$ cat config.mk
export PLATFORM = sky130hd
export DESIGN_NAME = mv_fetch_flat
export DESIGN_NICKNAME = d
export VERILOG_FILES = /design/src/rtl/mv_fetch_if.sv /design/src/rtl/mv_fetch.sv /design/src/flat_wrapper.sv
export SDC_FILE = /design/constraint.sdc
export NUM_CORES = 1
export LEC_CHECK = 0
export CAP_MARGIN = 20
export CORE_ASPECT_RATIO = 1.4
export CORE_MARGIN = 2
export CORE_UTILIZATION = 57
export DETAILED_ROUTE_END_ITERATION = 8
export DONT_BUFFER_PORTS = 1
export GPL_TIMING_DRIVEN = 0
export PLACE_DENSITY_LB_ADDON = 0.15
export SLEW_MARGIN = 30
export SYNTH_ARGS = -nofsm -noshare
export SYNTH_HDL_FRONTEND = slang
export SYNTH_SLANG_ARGS = --single-unit
$ cat constraint.sdc
create_clock -name clk -period 3 [get_ports clk]
set_input_delay 0.3 -clock clk [delete_from_list [all_inputs] [get_ports clk]]
set_output_delay 0.3 -clock clk [all_outputs]
set_load 0.02 [all_outputs]
$ cat src/rtl/mv_fetch_if.sv
// Memory read port and vector output stream of the MV fetch engine.
interface mv_fetch_if #(
  parameter int unsigned ADDR_W = 21,
  parameter int unsigned MV_W   = 4,
  parameter int unsigned CRD_W  = 8
) ();
  logic                mem_rd_en;
  logic [ADDR_W-1:0]   mem_rd_addr;
  logic [2*MV_W-1:0]   mem_rd_data;
  logic                out_valid;
  logic                out_ready;
  logic [MV_W-1:0]     out_mvx;
  logic [MV_W-1:0]     out_mvy;
  logic [CRD_W-1:0]    out_bx;
  logic [CRD_W-1:0]    out_by;
  logic                out_last;

  modport master (
    output mem_rd_en, mem_rd_addr,
    input  mem_rd_data,
    output out_valid, out_mvx, out_mvy, out_bx, out_by, out_last,
    input  out_ready
  );

  modport slave (
    input  mem_rd_en, mem_rd_addr,
    output mem_rd_data,
    input  out_valid, out_mvx, out_mvy, out_bx, out_by, out_last,
    output out_ready
  );
endinterface

$ cat src/rtl/mv_fetch.sv
// Streams one frame of stored motion vectors out of the MV memory in raster
// block order, through a 2-entry buffer on a valid/ready stream.
module mv_fetch #(
  parameter int unsigned ADDR_W   = 21,
  parameter int unsigned MV_W     = 4,
  parameter int unsigned BLK_COLS = 120,
  parameter int unsigned BLK_ROWS = 68,
  parameter int unsigned CRD_W    = 8
) (
  input  logic              clk,
  input  logic              rst_n,
  input  logic              start,
  input  logic [ADDR_W-1:0] base_addr,
  output logic              busy,
  output logic              done,
  mv_fetch_if.master        bus
);

  localparam logic [CRD_W-1:0] LAST_X = CRD_W'(BLK_COLS - 1);
  localparam logic [CRD_W-1:0] LAST_Y = CRD_W'(BLK_ROWS - 1);

  typedef enum logic [1:0] {S_IDLE, S_RUN, S_DRAIN, S_DONE} state_t;

  typedef struct packed {
    logic [MV_W-1:0]  mvy;
    logic [MV_W-1:0]  mvx;
    logic [CRD_W-1:0] bx;
    logic [CRD_W-1:0] by;
    logic             last;
  } ent_t;

  state_t            state;
  logic [1:0]        rst_sync;
  logic [ADDR_W-1:0] rd_ptr;
  logic [CRD_W-1:0]  ix;
  logic [CRD_W-1:0]  iy;
  logic              rd_vld;
  logic [CRD_W-1:0]  tag_x;
  logic [CRD_W-1:0]  tag_y;
  ent_t              buf_q [2];
  logic              head;
  logic              tail;
  logic [1:0]        occ;

  logic              pop;
  logic              issue;
  logic              last_tag;
  logic [2:0]        pend;
  ent_t              head_ent;

  // Reset release is synchronised; start is only honoured once it has settled.
  always_ff @(posedge clk or negedge rst_n) begin
    if (!rst_n) rst_sync <= 2'b00;
    else        rst_sync <= {rst_sync[0], 1'b1};
  end

  // Credit check counts buffered entries, the read landing this cycle and
  // this cycle's pop; the read strobe is combinational so the same-cycle pop
  // can be credited, which is what sustains one vector per cycle.
  always_comb begin
    pop      = (occ != 2'd0) && bus.out_ready;
    pend     = 3'(occ) + 3'(rd_vld) - 3'(pop);
    issue    = (state == S_RUN) && (pend < 3'd2);
    last_tag = (ix == LAST_X) && (iy == LAST_Y);
    head_ent = buf_q[head];
  end

  assign bus.mem_rd_en   = issue;
  assign bus.mem_rd_addr = rd_ptr;
  assign bus.out_valid   = (occ != 2'd0);
  assign bus.out_mvx     = head_ent.mvx;
  assign bus.out_mvy     = head_ent.mvy;
  assign bus.out_bx      = head_ent.bx;
  assign bus.out_by      = head_ent.by;
  assign bus.out_last    = head_ent.last;

  // Read return: delay the tag alongside the memory latency and push into the buffer.
  always_ff @(posedge clk or negedge rst_n) begin
    if (!rst_n) begin
      rd_vld   <= 1'b0;
      tag_x    <= '0;
      tag_y    <= '0;
      buf_q[0] <= '0;
      buf_q[1] <= '0;
      head     <= 1'b0;
      tail     <= 1'b0;
      occ      <= 2'd0;
    end else begin
      rd_vld <= issue;
      tag_x  <= ix;
      tag_y  <= iy;
      if (rd_vld) begin
        buf_q[tail] <= '{mvy:  bus.mem_rd_data[2*MV_W-1:MV_W],
                         mvx:  bus.mem_rd_data[MV_W-1:0],
                         bx:   tag_x,
                         by:   tag_y,
                         last: (tag_x == LAST_X) && (tag_y == LAST_Y)};
        tail <= ~tail;
      end
      if (pop) head <= ~head;
      occ <= pend[1:0];
    end
  end

  // Frame sequencing: address/coordinate walk, drain and completion pulse.
  always_ff @(posedge clk or negedge rst_n) begin
    if (!rst_n) begin
      state  <= S_IDLE;
      rd_ptr <= '0;
      ix     <= '0;
      iy     <= '0;
      busy   <= 1'b0;
      done   <= 1'b0;
    end else begin
      case (state)
        S_IDLE: begin
          done <= 1'b0;
          if (start && rst_sync[1]) begin
            rd_ptr <= base_addr;
            ix     <= '0;
            iy     <= '0;
            busy   <= 1'b1;
            state  <= S_RUN;
          end
        end
        S_RUN: begin
          if (issue) begin
            rd_ptr <= rd_ptr + ADDR_W'(1);
            if (ix == LAST_X) begin
              ix <= '0;
              iy <= iy + CRD_W'(1);
            end else begin
              ix <= ix + CRD_W'(1);
            end
            if (last_tag) state <= S_DRAIN;
          end
        end
        S_DRAIN: begin
          if (pend == 3'd0) begin
            busy  <= 1'b0;
            done  <= 1'b1;
            state <= S_DONE;
          end
        end
        S_DONE: begin
          done  <= 1'b0;
          state <= S_IDLE;
        end
        default: state <= S_IDLE;
      endcase
    end
  end

endmodule

$ cat src/flat_wrapper.sv
// flat-port wrapper written by rule: the top's interface ports become plain ports
module mv_fetch_flat 
#(
  parameter int unsigned ADDR_W   = 21,
  parameter int unsigned MV_W     = 4,
  parameter int unsigned BLK_COLS = 120,
  parameter int unsigned BLK_ROWS = 68,
  parameter int unsigned CRD_W    = 8
)
  (clk, rst_n, start, base_addr, busy, done, bus_mem_rd_en, bus_mem_rd_addr, bus_mem_rd_data, bus_out_valid, bus_out_mvx, bus_out_mvy, bus_out_bx, bus_out_by, bus_out_last, bus_out_ready);
  mv_fetch_if #(.ADDR_W(ADDR_W), .MV_W(MV_W), .CRD_W(CRD_W)) bus_i ();
  input  logic clk;
  input  logic rst_n;
  input  logic start;
  input  logic [ADDR_W-1:0] base_addr;
  output logic busy;
  output logic done;
  output wire logic [$bits(bus_i.mem_rd_en)-1:0] bus_mem_rd_en;
  output wire logic [$bits(bus_i.mem_rd_addr)-1:0] bus_mem_rd_addr;
  input wire logic [$bits(bus_i.mem_rd_data)-1:0] bus_mem_rd_data;
  output wire logic [$bits(bus_i.out_valid)-1:0] bus_out_valid;
  output wire logic [$bits(bus_i.out_mvx)-1:0] bus_out_mvx;
  output wire logic [$bits(bus_i.out_mvy)-1:0] bus_out_mvy;
  output wire logic [$bits(bus_i.out_bx)-1:0] bus_out_bx;
  output wire logic [$bits(bus_i.out_by)-1:0] bus_out_by;
  output wire logic [$bits(bus_i.out_last)-1:0] bus_out_last;
  input wire logic [$bits(bus_i.out_ready)-1:0] bus_out_ready;
  assign bus_mem_rd_en = bus_i.mem_rd_en;
  assign bus_mem_rd_addr = bus_i.mem_rd_addr;
  assign bus_i.mem_rd_data = bus_mem_rd_data;
  assign bus_out_valid = bus_i.out_valid;
  assign bus_out_mvx = bus_i.out_mvx;
  assign bus_out_mvy = bus_i.out_mvy;
  assign bus_out_bx = bus_i.out_bx;
  assign bus_out_by = bus_i.out_by;
  assign bus_out_last = bus_i.out_last;
  assign bus_i.out_ready = bus_out_ready;
  mv_fetch #(.ADDR_W(ADDR_W), .MV_W(MV_W), .BLK_COLS(BLK_COLS), .BLK_ROWS(BLK_ROWS), .CRD_W(CRD_W)) u_core (.clk(clk), .rst_n(rst_n), .start(start), .base_addr(base_addr), .busy(busy), .done(done), .bus(bus_i));
endmodule
# After elaboration in Yosys (flattened, before gate mapping)
# Index checks and enable logic that the tools add are counted.
# word_totals
reg_bits,114
latch_bits,0
ram_bits,0
rom_bits,0
input_bits,33
out_inout_bits,50
wordCells,92
memories,0
# op_classes
add_sub_neg,5
n_mul,0
div_mod_pow,0
n_lt_le_gt_ge,4
eq_ne,12
n_shift,0
muxes,26
bitwise_logic,4
reduce_logical,18
# op_table
op,n
two-way mux 25 bit,4
bitwise mux 50 bit,1
two-way mux 21 bit,2
case mux 21 bit (2 select lines),1
two-way mux 8 bit,5
== test 8 x 7 -> 1 bit (second input constant),4
case mux 8 bit (2 select lines),2
demux 25 bit (select 1 bit),1
adder 21 x 1 -> 21 bit (second input constant),1
adder 8 x 1 -> 8 bit (second input constant),2
two-way mux 2 bit,4
inequality test 2 x 1 -> 1 bit (second input constant),4
case mux 2 bit (4 select lines),1
AND reduction 4 bit,2
nonzero test 2 bit,4
logical AND 1 bit,6
AND reduction 3 bit,2
== test 2 bit (second input constant),2
greater-or-equal comparator 2 bit (second input constant),2
NOT 1 -> 2 bit,2
case mux 1 bit (2 select lines),2
adder 2 x 1 -> 3 bit,1
logical NOT 3 bit,1
less-than comparator 3 x 2 -> 1 bit (second input constant),1
9 further kinds,12

# Longest topological paths before layout
# depth
ltp_word,7
depth_mapped,13
mapped_depth_nobuf,11

# Worst setup path after synthesis
# No wires, ideal clock.
# synth_path
path_type,register to register
startpoint,register u_core.occ[1]
endpoint,register u_core.rd_ptr[7] (netlist: u_core.bus.mem_rd_addr[7])
setup_time_ps,127
arrival_ps,3222
required_time_ps,2873
setup_slack_ps,-349
stages_incl_launch_ff,12
n_path_buf,2
period_less_slack_ps,3349
path_cell_list,dfrtp_1 -> or2_2 -> and2_1 -> ha_1 -> inv_1 -> ha_1 -> fa_1 -> and2_1 -> a2111o_1 -> buf_6 -> buf_2 -> a221o_2
# synth_between
elab_chain_cells,7
word_cells_on_any_way,8
cone_classes,2 x add/sub; 1 x order compare; 1 x eq/ne; 4 x reduce/logical
# synth_lines
element,line_no,rtl
start: declaration,mv_fetch.sv:43,logic [1:0] occ;
start signal: assignment,mv_fetch.sv:101,occ <= pend[1:0];
nonzero test 2 bit,--,
via bus_out_valid,flat_wrapper.sv:21,output wire logic [$bits(bus_i.out_valid)-1:0] bus_out_valid;
logical AND 1 bit,mv_fetch.sv:61,pop = (occ != 2'd0) && bus.out_ready;
via u_core.pop,mv_fetch.sv:45,logic pop;
subtractor 3 x 1 -> 3 bit,mv_fetch.sv:62,pend = 3'(occ) + 3'(rd_vld) - 3'(pop);
via u_core.pend[1],mv_fetch.sv:48,logic [2:0] pend;
less-than comparator 3 x 2 -> 1 bit,mv_fetch.sv:63,issue = (state == S_RUN) && (pend < 3'd2);
logical AND 1 bit,mv_fetch.sv:63,
inequality test 2 x 1 -> 1 bit (no line),--,
AND reduction 3 bit (no line),--,
end signal: assignment,mv_fetch.sv:119,rd_ptr <= base_addr;
end signal: assignment,mv_fetch.sv:128,rd_ptr <= rd_ptr + ADDR_W'(1);
end: declaration,mv_fetch.sv:34,logic [ADDR_W-1:0] rd_ptr;
# The timed path passes the listed nets, and every way through them passes these cells.
# A chain may end at the register's enable or synchronous reset.

# Worst setup path after layout
# layout_path
startpoint,register u_core.occ[0]
endpoint,register u_core.rd_ptr[7] (netlist: u_core.bus.mem_rd_addr[7])
# The elaborated chain is that of the path after synthesis.

==> metrics.txt <==
number of buffers created by CTS 17; outcome finished with violations; H-tree depth 4; DRT Pass-1 Iters 6; via count approximately 3800; share of the synthesized area in the top cell type approximately 53%; I/O pin count 83; Worst VDD drop 0.690 mV; element type at the critical path start register; n_diodes 0; CTS sink cnt 114; DRT iter0 DRCs 230; flops & latches, synth roughly 110; Post-synth EDFFs 0; Clk pin slew, worst setup/hold paths about 50 ps; Die Width 85.9 µm; max cap viols 0; CP max FO 5; routed wire length per instance 19.2 µm; failing checks setup timing; die height about 120 µm; DP Wirelength 7.58 mm; ys flop type dfrtp_1; kind of critical path register to register; Initial Utilization roughly three fifths; worst-margin pin slew roughly 760 ps; post-route minimum period 3030 ps; P per Cell Area around 1200 mW/mm²; Layout Nets 540; share of post-route cells with drive strength above 1 31.2%; Fill cells ~650; Routed Wire Length about 12 mm; Finished Cell Area between 0.006 and 0.007 mm²; GPL Wtd Cong 0.885; final hold viol count 0; synth top area cells dfrtp_1 (53%), mux2_2 (16%), ha_1 (2.1%); Port Buffers 0; antenna viol nets, final 0; asr flop ratio synth 100%; Avg Inst Size Synth 11.7 µm²; later-pin clock latency in the skew report ~400 ps; vias in the first global route about 4000; antenna violations before repair 0; Remaining DRCs 0; # placed instances around 560; die area around 0.010 mm²; period utilisation layout 101%; WP data required ~3300 ps; Area Growth Syn to Fin 18.9%; leakage approximately 0.0028 µW; Post-Syn Nets 500; post-route setup slack -27.8 ps; dominant cell type by area after synthesis dfrtp_1; CTS tree done; Finished Layout Cells slightly above 600; Synth warnings 0; Seq/Total Area, Yosys between 50% and 60%; first-pass GRT wire length 19.3 mm; post-synthesis cell count approximately 460; RSZ-0062 raised after global routing true; area of the core 0.00908 mm²; row count 41; GR Util All Layers around a quarter; Worst Hold Class input port to register; count of cell types in the netlist 53; Avg Vias per Cell approximately 6.1; Worst slew margin 48.6%; DP Area around 0.0055 mm²; CP Data Arrival Time around 3400 ps; Crit. End Element register; maximum clock insertion buffer count 2; final setup fails 2; mapped cell area 0.00535 mm²; clk root buf clkbuf_16; largest net degree at the start of global routing between 100 and 150; fmax roughly 330 MHz; Clock Skew 7.87 ps; total grt overflow 0; Slew Viols, Final 0
[cell usage in the layout (no fill, tap or decap), drive strengths merged, types with 2 or more instances in the layout]
cell type and n:
dfrtp 114, mux2 77, clkbuf 34, nor2 28, buf 27, nand2 26
o21ai 21, nand3 20, a21oi 15, nor3 15, inv 13, mux2i 11
nand4 10, ha 9, clkinv 7, a22oi 7, o22ai 6, and3 5
xor2 5, and2 5, a22o 4, nor4 4, a31oi 3, nand4b 3
xnor2 3, a311oi 3, a41o 2, nand2b 2, o41ai 2, or4 2
a211oi 2, clkinvlp 2, nor2b 2, a221o 2
[area by class of cell]
cell class / instances / area [µm²] / share of cell area [%]
buffer: 20 / 114 / 1.79
clock buffer: 21 / 450 / 7.08
clock inverter: 10 / 87.6 / 1.38
inverter: 13 / 48.8 / 0.767
multi-input combinational: 310 / 2470 / 38.8
sequential: 114 / 2850 / 44.9
tap: 107 / 134 / 2.10
timing repair buffer: 21 / 201 / 3.17
[metal layers]
metal / share of wire (%) / up-vias / wire [µm] / GRT usage [%]
met5: 0 / - / 0 / 0
met4: 1.8 / 0 / 217 / 9.23
met3: 5.5 / 18 / 648 / 6.91
met2: 54 / 116 / 6400 / 42.5
met1: 38 / 1894 / 4540 / 27.5
li1: - / 1752 / - / -
[Yosys cell counts, drive strengths merged (4+ instances only)]
master	number
a21oi	15
a22o	4
a22oi	7
and2	5
and3	5
buf	8
clkbuf	12
dfrtp	114
ha	9
inv	13
mux2	77
mux2i	11
nand2	26
nand3	20
nand4	10
nor2	28
nor3	15
nor4	4
o21ai	21
o22ai	6
xor2	5
[worst paths after layout]
path                                              to  slack (ps)  cells past startpoint                from
min in group asynchronous           u_core.buf_q[46]         530                      2               rst_n
max in group asynchronous            u_core.buf_q[4]        2060                      2               rst_n
max                        u_core.bus.mem_rd_addr[7]         -30                     12       u_core.occ[0]
min reg2reg                       u_core.rst_sync[1]         360                      0  u_core.rst_sync[0]
max reg2reg                u_core.bus.mem_rd_addr[7]         -30                     12       u_core.occ[0]
min                        u_core.bus.mem_rd_addr[5]          30                      2        base_addr[5]
[worst max-delay path, cell delays in order, from the launching register on]
cell and delay (ps):
dfrtp_1 380, or2_4 290, and2_4 160, ha_4 250, inv_2 40, ha_4 150, fa_2 470, and2_4 200
a2111o_1 320, buf_6 160, or3_1 320, a21oi_2 120, a221o_2 120
[cell families after synthesis]
logic type      after synthesis  synth area share (%)
xor+xnor                      8                  1.45
compound gates               76                  9.71
simple gates                127                  12.2
buf+inv                      33                  2.55
fa+ha+maj                    10                  2.48
mux                          88                  18.3
other cells                   1                0.0701
flops                       114                  53.3
[sequential cells by signal, indices dropped and copies added (netlist names), 2 cells and up]
register / cells
u_core.buf_q: 50
u_core.bus.mem_rd_addr: 21
u_core.ix: 8
u_core.iy: 8
u_core.tag_x: 8
u_core.tag_y: 8
u_core.occ: 2
u_core.rst_sync: 2
u_core.state: 2
[power breakdown]
group / leakage (µW) / internal, µW / switching, µW
combinational: 0.00118 / 1710 / 1810
sequential: 0.00134 / 2000 / 447
clock: 0.000262 / 1150 / 665
total: 0.00278 / 4860 / 2920
[stage by stage]
step / TNS [ps] / hold slack [ps] / power (µW) / util [%] / setup WS, ps
4_1_cts: -199 / 29.2 / 7530 / 69.1 / -44.6
6_report: -35.7 / 32.1 / 7780 / 70.1 / -27.8
5_1_grt: -816 / 31.1 / 8220 / 70.1 / -111
3_5_place_dp: -4910 / 7.12 / 5150 / 60.9 / -359
3_3_place_gp: -3880 / 6.89 / 5070 / 60.9 / -320
2_1_floorplan: -26.2 / 4.41 / 4590 / - / -26.2
[timing repair]
| action | CTS | global route |
|---|---|---|
| pin swaps | 14 | 6 |
| gates resized for setup | 12 | 25 |
| setup endpoints to repair | 33 | 31 |
| hold buffers | 2 | 0 |
| endpoints found under the hold margin | 114 | 0 |
| setup buffers | 14 | 3 |
| cloned | 2 | 0 |
Note: power is estimated with default switching activity, not from simulation.
